## src/rtl/csa_pkg.sv

```systemverilog
// Shared types, default sizes and helpers for the carry-save accumulator controller.
package csa_pkg;

   typedef enum logic [1:0] {
      IDLE    = 2'd0,
      ACCUM   = 2'd1,
      RESOLVE = 2'd2,
      DONE    = 2'd3
   } state_t;

   localparam int DEF_WIDTH = 4;
   localparam int DEF_ACC_W = 8;
   localparam int DEF_CNT_W = 8;

   // Widest operand the zext helper can carry; callers cast down to their own width.
   localparam int ZEXT_MAX = 64;

   function automatic logic [ZEXT_MAX-1:0] zext(input logic [ZEXT_MAX-1:0] v,
                                                input int unsigned w);
      logic [ZEXT_MAX-1:0] mask;
      if (w >= ZEXT_MAX) begin
         mask = '1;
      end else begin
         mask = (ZEXT_MAX'(1) << w) - ZEXT_MAX'(1);
      end
      return v & mask;
   endfunction

endpackage

```

## src/rtl/csa_n.sv

```systemverilog
// N-bit carry-save adder: three operands in, bitwise sum and majority carry out.
// Purely combinational; the caller applies the carry shift.
module csa_n #(
   parameter int N = 4
) (
   input  logic [N-1:0] a,
   input  logic [N-1:0] b,
   input  logic [N-1:0] c,
   output logic [N-1:0] s,
   output logic [N-1:0] co
);

   assign s  = a ^ b ^ c;
   assign co = (a & b) | (b & c) | (a & c);

endmodule

```

## src/rtl/csa_accum_ctrl.sv

```systemverilog
// Accumulates operands in redundant (S, C) form through one CSA, then resolves by iterating it.
// Result valid k+1 cycles after the last operand (k <= ACC_W); holds the result until out_ready.
module csa_accum_ctrl
   import csa_pkg::*;
#(
   parameter int WIDTH = DEF_WIDTH,
   parameter int ACC_W = DEF_ACC_W,
   parameter int CNT_W = DEF_CNT_W
) (
   input  logic             CLK,
   input  logic             ASYNCRESETN,
   input  logic             in_valid,
   output logic             in_ready,
   input  logic [WIDTH-1:0] in_data,
   input  logic             in_last,
   output logic             out_valid,
   input  logic             out_ready,
   output logic [ACC_W-1:0] out_sum,
   output logic [CNT_W-1:0] out_count
);

   state_t state_q;
   state_t state_d;

   logic [ACC_W-1:0] s_q;
   logic [ACC_W-1:0] s_d;
   logic [ACC_W-1:0] c_q;
   logic [ACC_W-1:0] c_d;
   logic [CNT_W-1:0] cnt_q;
   logic [CNT_W-1:0] cnt_d;

   logic [ACC_W-1:0] x;
   logic [ACC_W-1:0] csa_c;
   logic [ACC_W-1:0] csa_s;
   logic [ACC_W-1:0] csa_co;
   logic [ACC_W-1:0] co_sh;
   logic [CNT_W-1:0] cnt_inc;
   logic             resolving;

   assign x = ACC_W'(zext(ZEXT_MAX'(in_data), WIDTH));

   // During RESOLVE the third operand is zero, so the same adder computes S^C and S&C.
   assign resolving = (state_q == RESOLVE);
   assign csa_c     = resolving ? '0 : x;

   csa_n #(
      .N (ACC_W)
   ) u_csa (
      .a  (s_q),
      .b  (c_q),
      .c  (csa_c),
      .s  (csa_s),
      .co (csa_co)
   );

   assign co_sh   = csa_co << 1;
   assign cnt_inc = (&cnt_q) ? cnt_q : cnt_q + 1'b1;

   always_ff @(posedge CLK or negedge ASYNCRESETN) begin
      if (!ASYNCRESETN) begin
         state_q <= IDLE;
         s_q     <= '0;
         c_q     <= '0;
         cnt_q   <= '0;
      end else begin
         state_q <= state_d;
         s_q     <= s_d;
         c_q     <= c_d;
         cnt_q   <= cnt_d;
      end
   end

   always_comb begin
      state_d   = state_q;
      s_d       = s_q;
      c_d       = c_q;
      cnt_d     = cnt_q;
      in_ready  = 1'b0;
      out_valid = 1'b0;

      case (state_q)
         IDLE, ACCUM: begin
            in_ready = 1'b1;
            if (in_valid) begin
               s_d     = csa_s;
               c_d     = co_sh;
               cnt_d   = cnt_inc;
               state_d = in_last ? RESOLVE : ACCUM;
            end
         end
         RESOLVE: begin
            if (c_q == '0) begin
               state_d = DONE;
            end else begin
               s_d = csa_s;
               c_d = co_sh;
            end
         end
         DONE: begin
            out_valid = 1'b1;
            if (out_ready) begin
               s_d     = '0;
               c_d     = '0;
               cnt_d   = '0;
               state_d = IDLE;
            end
         end
         default: begin
            state_d = IDLE;
         end
      endcase
   end

   assign out_sum   = s_q;
   assign out_count = cnt_q;

endmodule

```

## config.mk

```make
export PLATFORM = sky130hd
export DESIGN_NAME = csa_accum_ctrl
export DESIGN_NICKNAME = d
export VERILOG_FILES = /design/src/rtl/csa_pkg.sv /design/src/rtl/csa_n.sv /design/src/rtl/csa_accum_ctrl.sv
export SDC_FILE = /design/constraint.sdc
export NUM_CORES = 1
export LEC_CHECK = 0
export BUFFER_PORTS_ARGS = -buffer_cell sky130_fd_sc_hd__clkbuf_2
export CAP_MARGIN = 15
export CORE_ASPECT_RATIO = 1.4
export CORE_MARGIN = 2
export CORE_UTILIZATION = 45
export CTS_BUF_LIST = sky130_fd_sc_hd__clkbuf_4 sky130_fd_sc_hd__clkbuf_8
export DETAILED_ROUTE_END_ITERATION = 6
export PLACE_DENSITY = 0.78
export SLEW_MARGIN = 20
export SYNTH_ARGS = -nofsm -noshare
export SYNTH_HDL_FRONTEND = slang
export SYNTH_SLANG_ARGS = --single-unit
```

## constraint.sdc

```tcl
create_clock -name CLK -period 2.9 [get_ports CLK]
set_input_delay 0.58 -clock CLK [delete_from_list [all_inputs] [get_ports CLK]]
set_output_delay 0.58 -clock CLK [all_outputs]
set_load 0.02 [all_outputs]
```

# Word-level counts from Yosys, hierarchy flattened
# Index checks and enable logic that the tools add are counted.
[totals]
regBits = 26
input_bits = 9
output_inout_bits = 18
elab_cells = 46
[op_classes]
addsub = 1
n_eq_ne = 8
muxes = 18
bitwise_logic = 7
n_reduce_logical = 8
[ops]
columns = ["cell", "n"]
rows = [
  ["2-to-1 mux 8 bit", 7],
  ["case mux 8 bit (3 select lines)", 2],
  ["case mux 8 bit (2 select lines)", 1],
  ["AND 7 x 4 -> 7 bit", 2],
  ["OR 7 bit", 2],
  ["adder 8 x 1 -> 8 bit (second input constant)", 1],
  ["logical NOT 8 bit", 1],
  ["2-to-1 mux 2 bit", 4],
  ["inequality test 2 bit (second input constant)", 4],
  ["AND reduction 8 bit", 1],
  ["bitwise XOR 8 x 4 -> 8 bit", 1],
  ["bitwise XOR 8 bit", 1],
  ["AND 7 bit", 1],
  ["case mux 2 bit (3 select lines)", 1],
  ["AND reduction 3 bit", 2],
  ["== test 2 bit (second input constant)", 2],
  ["2-to-1 mux 4 bit", 1],
  ["AND reduction 4 bit", 1],
  ["== test 2 x 1 -> 1 bit (second input constant)", 1],
  ["logical NOT 2 bit", 1],
  ["2-to-1 mux 1 bit", 2],
  ["inequality test 2 x 1 -> 1 bit (second input constant)", 1],
  ["nonzero test 2 bit", 1],
  ["OR reduction 2 bit", 1],
]

# Logic depth before layout (Yosys ltp)
[logic_depth]
word_depth = 7
depth_mapped = 6
ltp_nobuf = 5

# Cells and area by module
# From an unflattened synthesis, not the netlist that was laid out.
[unflattened]
cells_unflattened = 136
area_unflattened_um2 = 1521.5
[modules_own_cells]
columns = ["mod", "n_inst", "cells_each", "area_per_inst_um2", "seq_area_each_um2"]
rows = [
  ["csa_accum_ctrl", 1, 128, 1361.3, 625.6],
  ["csa_n", 1, 8, 160.2, 0.0],
]

# Worst setup path after synthesis
# OpenSTA, ideal clock, no wires.
[synth_path]
path_type = "reg-to-reg"
startpoint = "register cnt_q[2] (netlist: out_count[2])"
endpoint = "register cnt_q[5] (netlist: out_count[5])"
setup_time_ps = 118
t_arrival_ps = 1497
required_ps = 2782
slack_ps = 1285
path_stages_with_launch = 5
n_path_buf = 0
synth_period_minus_slack_ps = 1615
cell_sequence = "dfrtp_1 -> and4_1 -> a41oi_2 -> a2bb2o_1 -> a21o_1"
[synth_via]
elab_chain_cells = 4
elab_cells_between_ends = 7
classes_between = "add/sub: 1; eq/ne: 1; mux: 3; reduce/logical: 2"
[synth_lines]
columns = ["element", "line", "text"]
rows = [
  ["start, declared", "csa_accum_ctrl.sv:29", "logic [CNT_W-1:0] cnt_q;"],
  ["start signal, assigned", "csa_accum_ctrl.sv:69", "cnt_q <= cnt_d;"],
  ["adder 8 x 1 -> 8 bit", "csa_accum_ctrl.sv:57", "assign cnt_inc = (&cnt_q) ? cnt_q : cnt_q + 1'b1;"],
  ["2-to-1 mux 8 bit", "csa_accum_ctrl.sv:57", ""],
  ["2-to-1 mux 8 bit", "csa_accum_ctrl.sv:84", "if (in_valid) begin"],
  ["case mux 8 bit (2 select lines)", "csa_accum_ctrl.sv:81", "case (state_q)"],
]
# Parallel ways exist; a longest one is shown, timed or not. The select of a mux whose other input is x is not followed.
# A chain may end at the register's enable or synchronous reset.

# Final worst setup path
[layout_path]
startpoint = "register state_q[1]"
endpoint = "output port out_valid"
[layout_via]
elab_chain_cells = 2
[layout_lines]
columns = ["element", "line", "text"]
rows = [
  ["start, declared", "csa_accum_ctrl.sv:22", "state_t state_q;"],
  ["start signal, assigned", "csa_accum_ctrl.sv:66", "state_q <= state_d;"],
  ["== test 2 bit", "csa_accum_ctrl.sv:81", ""],
  ["2-to-1 mux 1 bit", "csa_accum_ctrl.sv:81", ""],
  ["end, declared", "csa_accum_ctrl.sv:16", "output logic out_valid,"],
]
# No other way between the ends.

==> impl_summary.txt <==
----------------------------------------------------
[Power and ir drop]
  Total power after layout ... 1.482 mW
  Net switching fraction of the power ... 0.4506
  Power dissipated by switching net loads ... 0.6677 mW
  Logic gate share of total power ... 0.486
  Static leakage ... 0.7545 nW
  Internal power summed over all cells ... 0.8142 mW
  Fraction of power consumed by the clock network ... 0.141
  Power density normalized to cell area ... 987.0 mW/mm2
  Worst IR drop on VDD ... 0.5846 mV
  Part of the power in registers ... 0.373

[Yosys]
  Largest family of logic cells by synthesized area ... compound AO/OA/AOI/OAI gates
  Number of flops mapped to enable cells by yosys ... 0
  Warnings from Yosys ... 0
  Synthesized netlist net count ... 140
  Commonest register cell after synthesis ... dfrtp_1
  Post-synthesis instance area ... 0.001290 mm2
  Distinct cell type count after synthesis ... 36
  Cell type with the largest total area after synthesis ... dfrtp_1
  Yosys top cell area share ... 0.4850
  Simple-Gate Fraction of Synth Area ... 0.1756
  Proportion of register bits with asynchronous set or reset after synthesis ... 1.000
  Fraction of the yosys area taken by sequential cells ... 0.4850
  Post-synthesis area per instance ... 10.49 um2
  Parity-gate share of the synthesized area counting xor and xnor cells ... 0
  Synthesized-area fraction occupied by adder cells ... 0.09505
  Number of cells produced by synthesis ... 123
  Ranking of synthesized cells by area ... dfrtp_1 48%, a22o_1 5.4%, ha_1 4.8%
  Most frequent cell after synthesis ... dfrtp_1
  Synth Area in Compound Gates ... 0.1823
  Synthesis-stage register bit count ... 25
  Mux share of post-synthesis cell area ... 0.007759
  Ranking of synthesized cells by instance count ... 25 x dfrtp_1, 13 x inv_1, 12 x nand2_1

[Drt]
  Detailed Route Iter0 Violations ... 30
  First-pass iteration count of the detailed router ... 4
  # DRC ... 0
  Number of antenna-violating nets in the routed design ... 0
  Vias ... 1019
  Sum of routed wire length over all layers ... 2554 um
  Vias per cell ... 5.420
  Routed length per placed instance ... 13.59 um

[Critical path]
  Path depth of the worst reg2reg path ... 5
  Max FO, Critical Path ... 9
  Worst reg2reg startpoint ... state_q[1]
  Worst Setup SP ... state_q[1]
  Classification of the worst setup path ... reg2out
  Startpoint class of the critical path ... flop
  Capture point of the critical path ... out_valid
  Required time reported for the critical path endpoint ... 2.32 ns
  Capture point of the worst reg-to-reg path ... out_sum[6]
  Slack of the worst reg-to-reg path ... 1.17 ns
  Critical Path AT ... 1.37 ns
  Kind of capture point of the worst setup path ... output port

[STA]
  Aggregate negative setup slack ... 0 ns
  Setup-failing EPs final ... 0
  Unrepaired setup endpoints after global routing ... false
  Clock period minus final worst setup slack ... 1.952 ns
  Worst clock skew ... 0.006894 ns
  Final worst path period share ... 0.6732
  Tightest slew margin relative to the limit ... 0.5904
  Transition time at the pin with the least slew margin ... 0.6143 ns
  Highest achievable clock rate ... 512.2 MHz
  Number of pins exceeding their max-slew limit in the final report ... 0
  Final count of hold timing violations ... 0

[Clock tree]
  Skew-Pair Late Insertion Delay ... 0.27 ns
  Clock transition at path regs ... 0.09 ns
  Number of buffers added by the clock tree synthesis step ... 3
  Total number of clock tree sinks ... 25
  Clock tree from TritonCTS ... built
  H-tree depth ... 1
  Clock tree root driver cell ... clkbuf_8
  Setup Fix Bufs, Post-CTS ... 0
  Post_cts resized ... 0
  Maximum clock insertion buffer count ... 2
  Hold bufs inserted after CTS ... 0

[Place]
  Final Wtd Congestion ... 0.8107
  Total half-perimeter wirelength after legalization and detailed placement ... 1941 um
  Number of input and output port buffers inserted ... 26

[GRT]
  Maximum number of pins on one net before global-route repair ... 26
  Number of antenna violations at the first check in global routing ... 0
  Global-route total usage across every layer ... 0.1768
  Vias in the first global route ... 1003
  Total congestion overflow ... 0
  Wire length of the first global-routing pass ... 4491 um

[Floorplan]
  Die width ... 49.25 um
  Number of standard-cell rows in the floorplan ... 23
  Die Footprint ... 0.003317 mm2
  Starting utilization of the core area ... 0.4621
  Die Height ... 67.35 um
  IO Count ... 27
  Placeable core area ... 0.002791 mm2

[Finish]
  Number of inserted diodes ... 0
  Relative area change from synthesis to final layout ... 16.39%
  Ratio of cells with drive above 1 in the final layout ... 0.2384
  Total number of nets in the final design ... 169

[Outcome]
  Result of the run ... finished, final reports clean

[Hold path]
  Worst hold path type ... in2async

[Job]
  Number of max-capacitance violations reported ... 0

----------------------------------------------------
-- kinds of logic after synthesis --
kind of cell | after synthesis
buffers and inverters | 16
AND/OR/NAND/NOR | 41
AO/OA/AOI/OAI | 32
adder cells (fa/ha/maj) | 8
flip-flops | 25
multiplexers | 1
-- power by group through the flow --
stage	Sequential, mW	Combinational, mW	Clock (mW)
finish	0.552	0.720	0.210
global route	0.569	0.811	0.233
CTS	0.552	0.734	0.218
detailed placement	0.558	0.734	0
global placement	0.552	0.712	0
floorplan	0.602	0.499	0
-- cells in the final DEF (no fill, tap or decap), drive strengths merged, types with 2 or more instances in the layout --
cell type and n:
o22ai 2, nand2b 2, fa 3, a31oi 3, or3 3, clkbuf 29
a21o 2, nor2 6, a22o 8, nand3 4, or2 2, inv 13
nor3 4, nand2 12, dfrtp 25, o2bb2ai 3, and3 2, o21ai 9
ha 5
-- area by class of cell --
class                      instances  area (um2)
fill                             279        1290
sequential                        25       625.6
multi-input combinational         82       594.3
timing repair buffer              27       137.6
inverter                          13       48.80
tap                               37       46.29
clock buffer                       3       41.29
clock inverter                     1       7.507
-- worst min-delay path by stage --
stage	startpoint	endpoint	slack, ns
5_1_grt	ASYNCRESETN	out_count[0]	0.35
2_1_floorplan	ASYNCRESETN	c_q[1]	0.28
6_report	ASYNCRESETN	out_count[0]	0.30
4_1_cts	ASYNCRESETN	out_count[0]	0.33
3_5_place_dp	out_sum[1]	out_sum[1]	0.50
3_3_place_gp	out_sum[3]	out_sum[3]	0.50
-- state kept, by name, summed over array words and instances, names as in the netlist --
| signal | flops |
|---|---|
| out_count | 8 |
| out_sum | 8 |
| state_q | 2 |
| c_q | 7 |
-- worst max-delay path: stages (launching register included) --
cell and delay (ns):
dfrtp_1 0.49, nand2_1 0.21, inv_1 0.21, clkbuf_2 0.20
-- metal layers --
metal,track usage,routed length (um)
met1,0.2211,1055
met2,0.3091,1341
met3,0.02876,117
met4,0.06429,39
met5,0,0
-- stage by stage --
stage / hold slack, ns / instances / utilization / cell area [um2] / setup WS, ns
floorplan: 0.2844 / 123 / - / 1290 / 1.285
global placement: 0.4968 / 184 / 0.5204 / 1453 / 1.180
detailed placement: 0.4975 / 184 / 0.5204 / 1453 / 1.146
CTS: 0.3264 / 188 / 0.5379 / 1501 / 0.9558
global route: 0.3521 / 188 / 0.5379 / 1501 / 0.8093
finish: 0.2982 / 188 / 0.5379 / 1501 / 0.9476
(Power assumes the default switching activity.)
